<file path="config.mk">
export PLATFORM = sky130hd
export DESIGN_NAME = button_voice
export DESIGN_NICKNAME = d
export VERILOG_FILES = /design/src/rtl/button_voice.sv
export SDC_FILE = /design/constraint.sdc
export NUM_CORES = 1
export LEC_CHECK = 0
export ABC_AREA = 1
export BUFFER_PORTS_ARGS = -buffer_cell sky130_fd_sc_hd__buf_2
export CAP_MARGIN = 20
export CORE_MARGIN = 2
export CORE_UTILIZATION = 50
export CTS_BUF_LIST = sky130_fd_sc_hd__clkbuf_8 sky130_fd_sc_hd__clkbuf_16
export CTS_CLUSTER_DIAMETER = 40
export DETAILED_ROUTE_END_ITERATION = 12
export PLACE_DENSITY_LB_ADDON = 0.08
export SLEW_MARGIN = 5
export SYNTH_ARGS = -nofsm -noshare
export SYNTH_HDL_FRONTEND = slang
export SYNTH_SLANG_ARGS = --single-unit
</file>
<file path="constraint.sdc">
create_clock -name clk -period 2.1 [get_ports clk]
set_input_delay 0.315 -clock clk [delete_from_list [all_inputs] [get_ports clk]]
set_output_delay 0.315 -clock clk [all_outputs]
set_load 0.01 [all_outputs]
</file>
<file path="src/rtl/button_voice.sv">
// button_voice: key events, 8-note square oscillator and A/S/R envelope
// driven by the registered button-index code (0..7 key, anything else none).
module button_voice #(
  parameter int unsigned SAMPLE_DIV   = 1000,
  parameter int unsigned PHASE_W      = 16,
  parameter int unsigned ATTACK_STEP  = 8,
  parameter int unsigned RELEASE_STEP = 4
) (
  input  logic                clk,
  input  logic                rst,
  input  logic [4:0]          button,
  output logic                gate,
  output logic [2:0]          note,
  output logic                note_on,
  output logic                note_off,
  output logic [7:0]          sample,
  output logic                sample_valid
);

  localparam int unsigned DIV_W  = (SAMPLE_DIV > 1) ? $clog2(SAMPLE_DIV) : 1;
  localparam int unsigned INC_SH = PHASE_W - 16;
  localparam logic [3:0]  KEY_NONE = 4'd15;

  typedef enum logic [1:0] {IDLE, ATTACK, SUSTAIN, RELEASE} state_t;

  state_t               state_q, state_d;
  logic [7:0]           env_q, env_d;
  logic [PHASE_W-1:0]   phase_q, phase_d;
  logic [DIV_W-1:0]     div_q;
  logic [3:0]           prev_key_q;
  logic [3:0]           key;
  logic                 tick;
  logic                 key_event;
  logic [8:0]           attack_sum;
  logic [2:0]           note_d;
  logic                 gate_d, note_on_d, note_off_d, sample_valid_d;
  logic [7:0]           sample_d;

  // Per-note phase increment, scaled up for wider accumulators
  function automatic logic [PHASE_W-1:0] inc_of(input logic [2:0] n);
    logic [15:0] base;
    case (n)
      3'd0:    base = 16'd274;
      3'd1:    base = 16'd308;
      3'd2:    base = 16'd345;
      3'd3:    base = 16'd366;
      3'd4:    base = 16'd411;
      3'd5:    base = 16'd461;
      3'd6:    base = 16'd518;
      default: base = 16'd549;
    endcase
    return PHASE_W'(base) << INC_SH;
  endfunction

  // Key decode, sample tick and key-change detection
  always_comb begin
    key       = (button <= 5'd7) ? {1'b0, button[2:0]} : KEY_NONE;
    tick      = (div_q == DIV_W'(SAMPLE_DIV - 1));
    key_event = (key != prev_key_q);
  end

  // Next-state, envelope, phase and output computation
  always_comb begin
    state_d        = state_q;
    env_d          = env_q;
    phase_d        = phase_q;
    note_d         = note;
    note_on_d      = 1'b0;
    note_off_d     = 1'b0;
    sample_d       = sample;
    sample_valid_d = 1'b0;
    attack_sum     = {1'b0, env_q} + 9'(ATTACK_STEP);

    // envelope and oscillator advance once per sample tick
    if (tick) begin
      unique case (state_q)
        IDLE:    env_d = 8'd0;
        ATTACK: begin
          if (attack_sum >= 9'd255) begin
            env_d   = 8'd255;
            state_d = SUSTAIN;
          end else begin
            env_d = attack_sum[7:0];
          end
        end
        SUSTAIN: env_d = env_q;
        RELEASE: begin
          if ({1'b0, env_q} <= 9'(RELEASE_STEP)) begin
            env_d   = 8'd0;
            state_d = IDLE;
          end else begin
            env_d = env_q - 8'(RELEASE_STEP);
          end
        end
      endcase
      if (state_q != IDLE) phase_d = phase_q + inc_of(note);
    end

    // key events override any envelope-driven transition
    if (key_event) begin
      unique case (state_q)
        IDLE: begin
          if (key != KEY_NONE) begin
            state_d   = ATTACK;
            note_d    = key[2:0];
            note_on_d = 1'b1;
            phase_d   = '0;
          end
        end
        ATTACK, SUSTAIN: begin
          if (key == KEY_NONE) begin
            state_d    = RELEASE;
            note_off_d = 1'b1;
          end else begin
            state_d   = ATTACK;
            note_d    = key[2:0];
            note_on_d = 1'b1;
          end
        end
        RELEASE: begin
          if (key != KEY_NONE) begin
            state_d   = ATTACK;
            note_d    = key[2:0];
            note_on_d = 1'b1;
          end
        end
      endcase
    end

    gate_d = (state_d == ATTACK) || (state_d == SUSTAIN);

    if (tick) begin
      sample_d       = phase_d[PHASE_W-1] ? env_d : 8'd0;
      sample_valid_d = 1'b1;
    end
  end

  // State, datapath and registered outputs
  always_ff @(posedge clk or posedge rst) begin
    if (rst) begin
      state_q      <= IDLE;
      env_q        <= 8'd0;
      phase_q      <= '0;
      div_q        <= '0;
      prev_key_q   <= KEY_NONE;
      gate         <= 1'b0;
      note         <= 3'd0;
      note_on      <= 1'b0;
      note_off     <= 1'b0;
      sample       <= 8'd0;
      sample_valid <= 1'b0;
    end else begin
      state_q      <= state_d;
      env_q        <= env_d;
      phase_q      <= phase_d;
      div_q        <= tick ? '0 : div_q + 1'b1;
      prev_key_q   <= key;
      gate         <= gate_d;
      note         <= note_d;
      note_on      <= note_on_d;
      note_off     <= note_off_d;
      sample       <= sample_d;
      sample_valid <= sample_valid_d;
    end
  end

endmodule

</file>
## Yosys cells after proc, flatten, opt, wreduce, memory -nomap -nowiden

Index checks and enable logic that the tools add are counted.

| word-level totals | value |
|---|---|
| flip-flop bits (word level) | 55 |
| output and inout bits | 15 |
| logic and storage cells | 76 |

| operators by class | value |
|---|---|
| add/subtract/negate cells | 4 |
| order comparisons | 3 |
| equal/unequal tests | 17 |
| muxes and demuxes | 34 |
| reductions and logical operators | 7 |

Operators by type and width:

| cell | number |
|---|---|
| $mux 16 | 7 |
| $pmux 10 s7 | 1 |
| $mux 8 | 4 |
| $pmux 8 s4 | 1 |
| $add 16x16->16 | 1 |
| $mux 2 | 6 |
| $add 10x1->10 const B | 1 |
| $eq 10x10->1 const B | 1 |
| $mux 10 | 1 |
| $add 8x4->9 const B | 1 |
| $eq 3x3->1 const B | 3 |
| $ge 9x8->1 const B | 1 |
| $le 8x3->1 const B | 1 |
| $pmux 2 s2 | 2 |
| $sub 8x3->8 const B | 1 |
| $mux 1 | 7 |
| $eq 2x2->1 const B | 3 |
| $eq 3x2->1 const B | 2 |
| $mux 3 | 2 |
| $pmux 3 s2 | 1 |
| $le 5x3->1 const B | 1 |
| $eq 2x1->1 const B | 2 |
| $eq 4x4->1 const B | 1 |
| $mux 4 | 1 |
| other kinds (12) | 13 |

## Logic depth before layout (Yosys ltp)

Gate-level depths: netlist of run 1.

| logic depth | value |
|---|---|
| depth in word-level cells | 11 |
| depth in mapped cells | 16 |

## Worst setup path before layout of run 1

OpenSTA, ideal clock, no wires.

| timing path | value |
|---|---|
| kind | reg-to-reg |
| from | reg note[1] |
| to | reg sample[4] |
| setup time | 0.124 ns |
| arrival | 2.199 ns |
| data required time | 1.976 ns |
| path slack | -0.222 ns |
| stages on the path, launching flop included | 14 |
| cells stage by stage | dfrtp_1 > clkbuf_1 > a21oi_1 > inv_1 > o21ai_0 > inv_1 > ha_1 > nand3_1 > nand3_1 > nand3_1 > nand3_1 > nand4_1 > nand3_4 > o21bai_2 |

| on the way | value |
|---|---|
| cells in the longest elaborated chain, start to end | 11 |

Ends and longest elaborated chain:

| element | RTL line | text |
|---|---|---|
| from (decl) | 13 | `output logic [2:0] note,` |
| from (signal assigned) | 159 | `note <= note_d;` |
| $eq 3x3->1, or another cell as far along | 42 | `case (n)` |
| $pmux 10 s7 (*) | 42 |  |
| $mux 16 (*) | 96 | `if (state_q != IDLE) phase_d = phase_q + inc_of(note);` |
| $mux 16 (*) | 75 | `if (tick) begin` |
| $add 16x16->16 (*) | 96 |  |
| $mux 16 (*) | 96 |  |
| $mux 16 (*) | 75 |  |
| $mux 16 | 103 | `if (key != KEY_NONE) begin` |
| $mux 16 | 101 | `unique case (state_q)` |
| $mux 16 (*) | 100 | `if (key_event) begin` |
| $mux 8 (*) | 133 | `sample_d = phase_d[PHASE_W-1] ? env_d : 8'd0;` |
| to (signal assigned) | 162 | `sample <= sample_d;` |
| to (decl) | 16 | `output logic [7:0] sample,` |

Every way passes the cells marked *; elsewhere a longest branch is shown, timed or not. The select of a mux whose other input is x is not followed.
A chain may end at the register's enable or synchronous reset.

## Worst setup path after layout of run 1

| timing path | value |
|---|---|
| from | reg note[0] |
| to | reg sample[1] |

Same word-level chain as after synthesis.

==> results of run 1 <==
==> power breakdown <==
part | switching, uW | internal [uW]
Clock | 360 | 267
Sequential | 48.4 | 1110
Combinational | 617 | 530
Total | 1030 | 1900
==> cells in the mapped netlist (3+ instances only) <==
cell,instances
ha_1,21
xor2_1,6
nand2_2,7
xnor2_1,6
nand4_1,9
o211ai_1,3
nor2_2,4
dfstp_2,4
or2_2,3
clkbuf_1,3
nand3_1,39
nor3_1,7
inv_1,83
a21oi_1,16
o21ai_0,25
nand3_4,3
buf_6,3
a31oi_1,5
dfrtp_1,51
nor2_1,33
o21bai_2,8
nand2_1,125
==> cell type report <==
class,count,area share
multi-input cells,342,0.483
inverters,84,0.0678
clock buffers,6,0.0176
flip-flops and latches,55,0.296
repair buffers,69,0.107
well taps,99,0.0264
clock inverters,2,0.00267
==> critical path, cell delays in order, from the launching register on <==
cell and delay [ps]:
dfrtp_2 460, buf_6 140, a21oi_4 140, inv_2 70
o21ai_4 140, inv_2 60, ha_4 280, nand3_4 80
nand3_4 80, nand3_2 70, nand3_2 100, nand4_1 220
nand3_4 220, o21bai_4 80
==> through the flow <==
step	cells	worst slack [ps]
2_1_floorplan	489	-5.38
3_3_place_gp	633	-107
3_5_place_dp	633	-181
4_1_cts	649	-113
5_1_grt	657	-250
6_report	657	-145
==> registers in the layout (all words and copies together) (netlist names) <==
| name | cells |
|---|---|
| note_off | 1 |
| sample | 8 |
| env_q | 8 |
| note | 3 |
| div_q | 10 |
| sample_valid | 1 |
| prev_key_q | 4 |
| phase_q | 16 |
| note_on | 1 |
| state_q | 2 |
| gate | 1 |
==> kinds of logic after synthesis <==
family | after synthesis | share of synthesized area
simple gates | 238 | 0.297
buf+inv | 93 | 0.105
compound gates | 69 | 0.117
flops | 55 | 0.375
fa+ha+maj | 22 | 0.0767
xor+xnor | 12 | 0.0285
==> path summary, 6_finish.rpt <==
check	endpoint	slack, ps
min in group clk	prev_key_q[0]	250
worst max-delay path	sample[1]	-140
worst min-delay path	div_q[2]	20
max in group asynchronous	prev_key_q[1]	1460
worst max register to register	sample[1]	-140
worst min register to register	phase_q[12]	530
==> timing repair <==
action,4_1_cts,5_1_grt
gates resized for setup,27,54
buffers inserted,7,8
endpoints found under the setup margin,20,24
pin swaps,8,29
endpoints found under the hold margin,0,0
gates cloned,1,0
==> per-layer routing <==
| metal | track usage | vias to the layer above | part of all wire |
|---|---|---|---|
| met3 | 0.0260 | 6 | 0.034 |
| met4 | 0.0526 | 0 | 0.0094 |
| met2 | 0.357 | 66 | 0.47 |
| met1 | 0.303 | 1597 | 0.49 |
| li1 | - | 1700 | - |
| met5 | 0 | - | 0 |
==> impl_metrics.tcl, run 1 <==
set metrics [dict create \
    post_dp_cell_area_sq_um 4170 \
    grt-ovfl-total 0 \
    finalInstanceArea_sq_um 4690 \
    dr.first_iter.drc_count 149 \
    remaining_drc_errors 0 \
    routed_wl_um 8890 \
    htree_levels 2 \
    antenna_cells 0 \
    portBuffers 21 \
    synthTopCellsByArea "dfrtp_1, nand2_1, inv_1" \
    syn_to_final_growth_pct 27.3 \
    rsz0062_at_grt "true" \
    crit_start "note[0]" \
    yosysWarnings 0 \
    min_path_type "input pin to asynchronous set/reset pin" \
    antenna_left 0 \
    setup.worst_path.end_class "register" \
    cap_viol_max_count 0 \
    rr_startpoint "note[0]" \
    multi_input_area_sq_um 2260 \
    synth_top_area_cell "dfrtp_1" \
    power_leakage_uw 0.00253 \
    tightest_slew_ps 520 \
    syn_area_per_cell_sq_um 7.54 \
    criticalPathCategory "register to register" \
    num_io_pins 22 \
    wl_per_cell_um 13.5 \
    synth_cells 489 \
    nets 586 \
    synthArstFlopShare 1.00 \
    fill_cells 644 \
    vias 3369 \
    ff2ff_path_depth 13 \
    outcome "finished, violations left" \
    die_w_um 89.8 \
    antenna_found_initial 0 \
    core_area_sq_um 7180 \
    fin_crit_ps 2240 \
    clk_latency_ps 310 \
    yosysTopAreaCellShare 0.346 \
    tns_ps -1640 \
    start_util 0.514 \
    relSlewSlack 0.650 \
    cellPowerDensity_nw_per_um2 624 \
    dp_hpwl_um 6180 \
    hold_viol_final 0 \
    vias_per_cell 5.13 \
    layout_commonest_cell "nand2_1" \
    grt_max_degree 34 \
    grtUsageTotal 0.216 \
    cts_tree "yes" \
    first_global_vias 3223 \
    clkSlewWorstSetupHoldPaths_ps 110 \
    fp.dieArea_sq_um 8070 \
    synth_edf_count 0 \
    cp.arrival_ps 2450 \
    cts.sinks 55 \
    fin_util 0.654 \
    ys_types 39 \
    grt_pass1_wl_um 14600 \
    row_count 31 \
    final_max_slew_viol_count 0 \
    synth.ff_latch_count 55 \
    cts_root_buf "clkbuf_8" \
    worstPathRequired_ps 2300 \
    synth_area_sq_um 3680 \
    yosysSeqAreaShare 0.375 \
    layout_setup_ws_ps -145 \
    final_cell_mix "nand2_1, inv_1, dfrtp_1" \
    synth_fp_nets 518 \
    hold_ws_ps 18.2 \
    start_kind "register" \
    register_area_sq_um 1390 \
    fp.dieH_um 89.8 \
    p_total_uw 2930 \
    crit_fanout 5 \
    layout-drive-gt1-share 0.315 \
    max_freq_ghz 0.446 \
    cts_max_path_buffers 2 \
    first_pass_iters 5 \
    violations "negative setup slack" \
    final.period_utilization 1.07 \
    dominantRegCellSynth "dfrtp_1" \
    cts_buffers 5 \
    postCtsHoldBufs 0 \
    ir_worst_vdd_mv 0.402 \
    gp_congestion 0.891 \
    setup_violations 19 \
    skew_ps 17.0 \
]
Note: power is estimated with default switching activity, not from simulation.
==> run 2, diff against run 1 <==
==> constraint.sdc (replaced) <==
create_clock -name clk -period 1.9 [get_ports clk]
set_input_delay 0.285 -clock clk [delete_from_list [all_inputs] [get_ports clk]]
set_output_delay 0.285 -clock clk [all_outputs]
set_load 0.01 [all_outputs]
==> run 2 against run 1 <==
Effect of this change:
- the flow still finishes with violations (negative setup slack)
- clock skew down 2.9 ps
- clock power increased by 31%
- global-route usage is 0.59 points higher
- wire length up 2.9%
- final cell count is 4.0% higher
==> impl_metrics.tcl, run 2 (synthesized netlist as in run 1, its figures left out) <==
set metrics [dict create \
    layout_setup_ws_ps -315 \
    row_count 31 \
    wl_per_cell_um 13.4 \
    cts_root_buf "clkbuf_8" \
    cts_buffers 5 \
    outcome "finished, violations left" \
    fp.dieH_um 89.8 \
    vias_per_cell 5.08 \
    worstPathRequired_ps 2110 \
    core_area_sq_um 7180 \
    rsz0062_at_grt "true" \
    die_w_um 89.8 \
    start_util 0.514 \
    met3_usage 0.0327 \
    cts_max_path_buffers 2 \
    largest_reg_flops 16 \
    dr.first_iter.drc_count 138 \
    htree_levels 2 \
    layout_commonest_cell "nand2_1" \
    tightest_slew_ps 436 \
    power_leakage_uw 0.00268 \
    portBuffers 21 \
    final_max_slew_viol_count 0 \
    internal_power_uw 2280 \
    cts.sinks 55 \
    p_seq_frac 0.363 \
    antenna_cells 0 \
    final_cell_mix "nand2_1, inv_1, buf_4" \
    preCtsSetupSlack_ps -376 \
    remaining_drc_errors 0 \
    fp.dieArea_sq_um 8070 \
    violations "negative setup slack" \
    relSlewSlack 0.709 \
    antenna_left 0 \
    setup.worst_path.end_class "register" \
    grtUsageMet1 0.279 \
    tns_ps -5420 \
    vias 3472 \
    reg_top3 "phase_q: 16 flops, div_q: 10 flops" \
    grt_pass1_wl_um 14800 \
    clk_latency_ps 320 \
    layout-drive-gt1-share 0.366 \
    syn_to_final_growth_pct 34.5 \
    top_usage_layer "met2" \
    clkSlewWorstSetupHoldPaths_ps 110 \
    max_freq_ghz 0.452 \
    dp_hpwl_um 6390 \
    cap_viol_max_count 0 \
    fin_crit_ps 2210 \
    num_io_pins 22 \
    largest_register "phase_q" \
    first_pass_iters 5 \
    gp_congestion 0.927 \
    grt-ovfl-total 0 \
    first_global_vias 3250 \
    cts_tree "yes" \
    hold_viol_final 0 \
    swShare 0.344 \
    routed_wl_um 9140 \
    fin_util 0.691 \
    p_switching_uw 1200 \
    antenna_found_initial 0 \
    cellPowerDensity_nw_per_um2 701 \
    ir_worst_vdd_mv 0.338 \
    setup_violations 21 \
    crit_fanout 5 \
    min_path_type "input pin to register" \
    criticalPathCategory "register to register" \
    comb_power_share 0.401 \
    grtUsageTotal 0.221 \
    skew_ps 14.1 \
    final.period_utilization 1.17 \
    grt_max_degree 37 \
    met2_usage 0.406 \
    cp.arrival_ps 2420 \
    nets 612 \
    clockPowerShare 0.236 \
    start_kind "register" \
]
-- run 2: final cells by class --
| cell class | count | area [sq um] |
|---|---|---|
| Multi-Input combinational cell | 342 | 2310 |
| Fill cell | 573 | 2220 |
| Sequential cell | 55 | 1390 |
| Timing Repair Buffer | 95 | 703 |
| Inverter | 84 | 318 |
| Tap cell | 99 | 124 |
| Clock buffer | 5 | 68.8 |
| Clock inverter | 3 | 46.3 |
-- run 2: path summary, 6_finish.rpt --
kind                       cells after the start  startpoint  slack [ps]       endpoint
max                                           12     note[0]        -310      sample[4]
min                                            3   button[0]         210  prev_key_q[0]
max reg2reg                                   12     note[0]        -310      sample[4]
min reg2reg                                    2  phase_q[8]         540     phase_q[8]
max in group asynchronous                      4         rst         780  prev_key_q[2]
min in group asynchronous                      3         rst         510   sample_valid
-- run 2: power by group through the flow --
| stage | logic, uW | clock network [uW] | registers, uW |
|---|---|---|---|
| floorplan | 646 | 0 | 1290 |
| global placement | 1020 | 0 | 1290 |
| detailed placement | 1030 | 0 | 1290 |
| CTS | 1190 | 849 | 1260 |
| global route | 1510 | 893 | 1270 |
| finish | 1390 | 820 | 1260 |
-- run 2: metrics by stage --
step | power, uW | hold slack (ps) | std cells | area, sq um
floorplan | 1940 | 403 | 489 | 3830
global placement | 2310 | 307 | 652 | 4380
detailed placement | 2320 | 307 | 652 | 4380
CTS | 3300 | 195 | 676 | 4710
global route | 3670 | 207 | 683 | 4960
finish | 3480 | 207 | 683 | 4960
-- run 2: repair_timing --
action                     CTS  global route
setup buffers               14             8
gates resized for setup     25            51
pin swaps                   21            29
setup endpoints to repair   23            31
hold endpoints to repair    18             0
hold buffers                 1             0
cloned                       1             0
-- run 2: worst max-delay path, stage by stage (launching register included) --
cell	delay (ps)
dfrtp_2	480
nand2_2	110
nor2_1	70
a211oi_2	190
nand2_1	110
ha_4	320
nand2_4	70
nor2_4	120
nand3_4	90
nand3_4	90
nand4_1	190
nand3_4	190
o21bai_2	70
-- run 2: routing by layer --
layer | vias up | wire [um]
li1 | 1755 | -
met1 | 1641 | 4010
met2 | 65 | 4760
met3 | 11 | 242
met4 | 0 | 123
met5 | - | 0
==> run 3, diff against run 2 <==
--- a/config.mk
+++ b/config.mk
@@ -5,15 +5,14 @@
 export SDC_FILE = /design/constraint.sdc
 export NUM_CORES = 1
 export LEC_CHECK = 0
-export ABC_AREA = 1
 export BUFFER_PORTS_ARGS = -buffer_cell sky130_fd_sc_hd__buf_2
 export CAP_MARGIN = 20
-export CORE_MARGIN = 2
 export CORE_UTILIZATION = 50
 export CTS_BUF_LIST = sky130_fd_sc_hd__clkbuf_8 sky130_fd_sc_hd__clkbuf_16
 export CTS_CLUSTER_DIAMETER = 40
 export DETAILED_ROUTE_END_ITERATION = 12
 export PLACE_DENSITY_LB_ADDON = 0.08
+export RECOVER_POWER = 50
 export SLEW_MARGIN = 5
 export SYNTH_ARGS = -nofsm -noshare
 export SYNTH_HDL_FRONTEND = slang
==> run 3 against run 2 <==
Effect of this change:
- the flow still finishes with violations (negative setup slack)
- wire length down 8.4%
- clock skew shrank 2.1 ps
- sequential share of layout area rose by 1.2 points
- hold slack improved by 8.1 ps
- flip-flop and latch count unchanged
- synthesized cell count fell by 28%
- maximum frequency fell by 8.8%
==> impl_metrics.tcl, run 3 <==
set metrics [dict create \
    outcome "finished, violations left" \
    violations "negative setup slack" \
    cpMostUsedCell "inv_2" \
    r2r_end "sample[7]" \
    worstPathRequired_ps 2110 \
    largest_reg_flops 16 \
    final.period_utilization 1.28 \
    start_kind "register" \
    postCtsHoldBufs 0 \
    tightest_slew_ps 1360 \
    syn_to_final_growth_pct 42.1 \
    gp_congestion 0.889 \
    grt_pass1_wl_um 13900 \
    synthTopCellsByArea "dfrtp_1, ha_1, xnor2_1" \
    layout_setup_ws_ps -528 \
    antenna_left 0 \
    antenna_cells 0 \
    first_global_vias 2993 \
    criticalPathCategory "register to register" \
    synth.ff_latch_count 55 \
    layout_commonest_cell "buf_4" \
    ff2ff_path_depth 12 \
    nets 499 \
    synth_edf_count 0 \
    final_cell_mix "buf_4, dfrtp_1, nor2_1, nand2_1, buf_2" \
    dp_hpwl_um 6060 \
    ys_types 67 \
    core_area_sq_um 6390 \
    crit_fanout 5 \
    synthArstFlopShare 1.00 \
    fp.dieH_um 83.8 \
    start_util 0.523 \
    max_freq_ghz 0.412 \
    fin_crit_ps 2430 \
    cp_num_buf_inv 2 \
    cts_root_buf "clkbuf_8" \
    crit_start "note[1]" \
    critical-path-top-delay-family "compound AO/OA/AOI/OAI gates" \
    vias_per_cell 5.53 \
    dr.first_iter.drc_count 167 \
    rr_startpoint "note[1]" \
    largest_register "phase_q" \
    synth_top_area_cell "dfrtp_1" \
    cts_tree "yes" \
    ir_worst_vdd_mv 0.455 \
    cellPowerDensity_nw_per_um2 706 \
    cts.sinks 55 \
    fin_cells 548 \
    rrSetupSlack_ps -530 \
    num_io_pins 22 \
    grt-ovfl-total 0 \
    skew_ps 12.0 \
    power_leakage_uw 0.00220 \
    grtUsageTotal 0.245 \
    portBuffers 21 \
    vias 3029 \
    clkSlewWorstSetupHoldPaths_ps 110 \
    yosysWarnings 0 \
    setup_violations 30 \
    setup.worst_path.end_class "register" \
    yosysSeqAreaShare 0.413 \
    dp_cells 528 \
    wl_per_cell_um 15.3 \
    critPathCapture "sample[7]" \
    layout-drive-gt1-share 0.467 \
    yosysTopAreaCellShare 0.382 \
    reg_top3 "phase_q: 16 flops, div_q: 10 flops" \
    routed_wl_um 8380 \
    cap_viol_max_count 0 \
    preCtsSetupSlack_ps -646 \
    synth_cells 353 \
    syn_area_per_cell_sq_um 9.47 \
    cp.arrival_ps 2640 \
    synth_area_sq_um 3340 \
    min_path_type "input pin to register" \
    clk_latency_ps 320 \
    relSlewSlack 0.0927 \
    synth_common_cells "dfrtp_1, nand2_1, nor2_1, ha_1, o21ai_0" \
    remaining_drc_errors 0 \
    synth_most_common_cell "dfrtp_1" \
    cp_num_cells 12 \
    htree_levels 2 \
    path_cells "and2_4, inv_2, nand2b_1, o21ai_1, ha_2, o21ai_2, a211oi_2, a21oi_2, and3b_2, mux2i_4, inv_2, a22o_1" \
    final_max_slew_viol_count 0 \
    slowest_stage "dfrtp_2" \
    first_pass_iters 4 \
    antenna_found_initial 0 \
    row_count 29 \
    grt_max_degree 56 \
    cts_buffers 5 \
    crit_path_max_incr_delay_ps 430 \
    synth_fp_nets 382 \
    fp.dieArea_sq_um 7010 \
    cts_max_path_buffers 2 \
    hold_viol_final 0 \
    p_total_uw 3350 \
    die_w_um 83.8 \
    rsz0062_at_grt "true" \
    dominantRegCellSynth "dfrtp_1" \
]
## run 3: changes by cell type after synthesis, moves of 8 or more
cell / previous run / this run
o21bai_2: 8 / 0
o21ai_1: 2 / 12
nand3_1: 39 / 16
nand2_1: 125 / 32
inv_1: 83 / 18
or3_1: 0 / 8
xnor2_1: 6 / 14
## run 3: routing by layer
metal	up-vias	part of all wire	GRT usage	routed length (um)
li1	1497	-	-	-
met1	1472	0.48	0.345	4020
met2	54	0.48	0.402	4030
met3	6	0.031	0.0336	263
met4	0	0.0063	0.0555	53
met5	-	0	0	0
## run 3: worst min path at each step
stage | startpoint | end | slack, ps | cells past startpoint
3_3_place_gp | rst | phase_q[13] | 360 | 3
2_1_floorplan | button[4] | prev_key_q[0] | 390 | 1
3_5_place_dp | rst | phase_q[13] | 360 | 3
4_1_cts | rst | phase_q[13] | 9 | 3
5_1_grt | button[0] | prev_key_q[0] | 220 | 2
6_report | button[0] | prev_key_q[0] | 220 | 2
## run 3: cell families after synthesis
logic type / count (synthesis) / synth area share
flip-flops: 55 / 0.413
buffers and inverters: 29 / 0.0356
adder cells (fa/ha/maj): 22 / 0.0846
multiplexers: 3 / 0.0109
XOR/XNOR: 26 / 0.0681
AND/OR/NAND/NOR: 128 / 0.199
AO/OA/AOI/OAI: 90 / 0.189
## run 3: through the flow
| step | utilization | setup TNS [ps] | cell area [sq um] | hold WS [ps] |
|---|---|---|---|---|
| after floorplan | - | -7070 | 3410 | 392 |
| after global placement | 0.662 | -9710 | 4230 | 360 |
| after detailed placement | 0.662 | -11170 | 4230 | 361 |
| after CTS | 0.723 | -8850 | 4610 | 8.97 |
| after global routing | 0.744 | -12050 | 4750 | 221 |
| final | 0.744 | -9140 | 4750 | 215 |
## run 3: where the power goes
group | internal, uW | switching [uW] | total (uW)
sequential | 1250 | 57.2 | 1300
clock | 272 | 433 | 705
combinational | 680 | 666 | 1350
## run 3: final cells by class
cell class	instances	area (sq um)
inverters	19	71.3
well taps	77	96.3
repair buffers	120	880
clock buffers	5	68.8
clock inverters	3	27.5
flip-flops and latches	55	1390
fillers	459	1640
multi-input cells	269	2220
## run 3: what timing repair did
action,4_1_cts,5_1_grt
pin swaps,33,30
buffers inserted,9,5
gates resized for setup,59,28
endpoints found under the setup margin,32,34
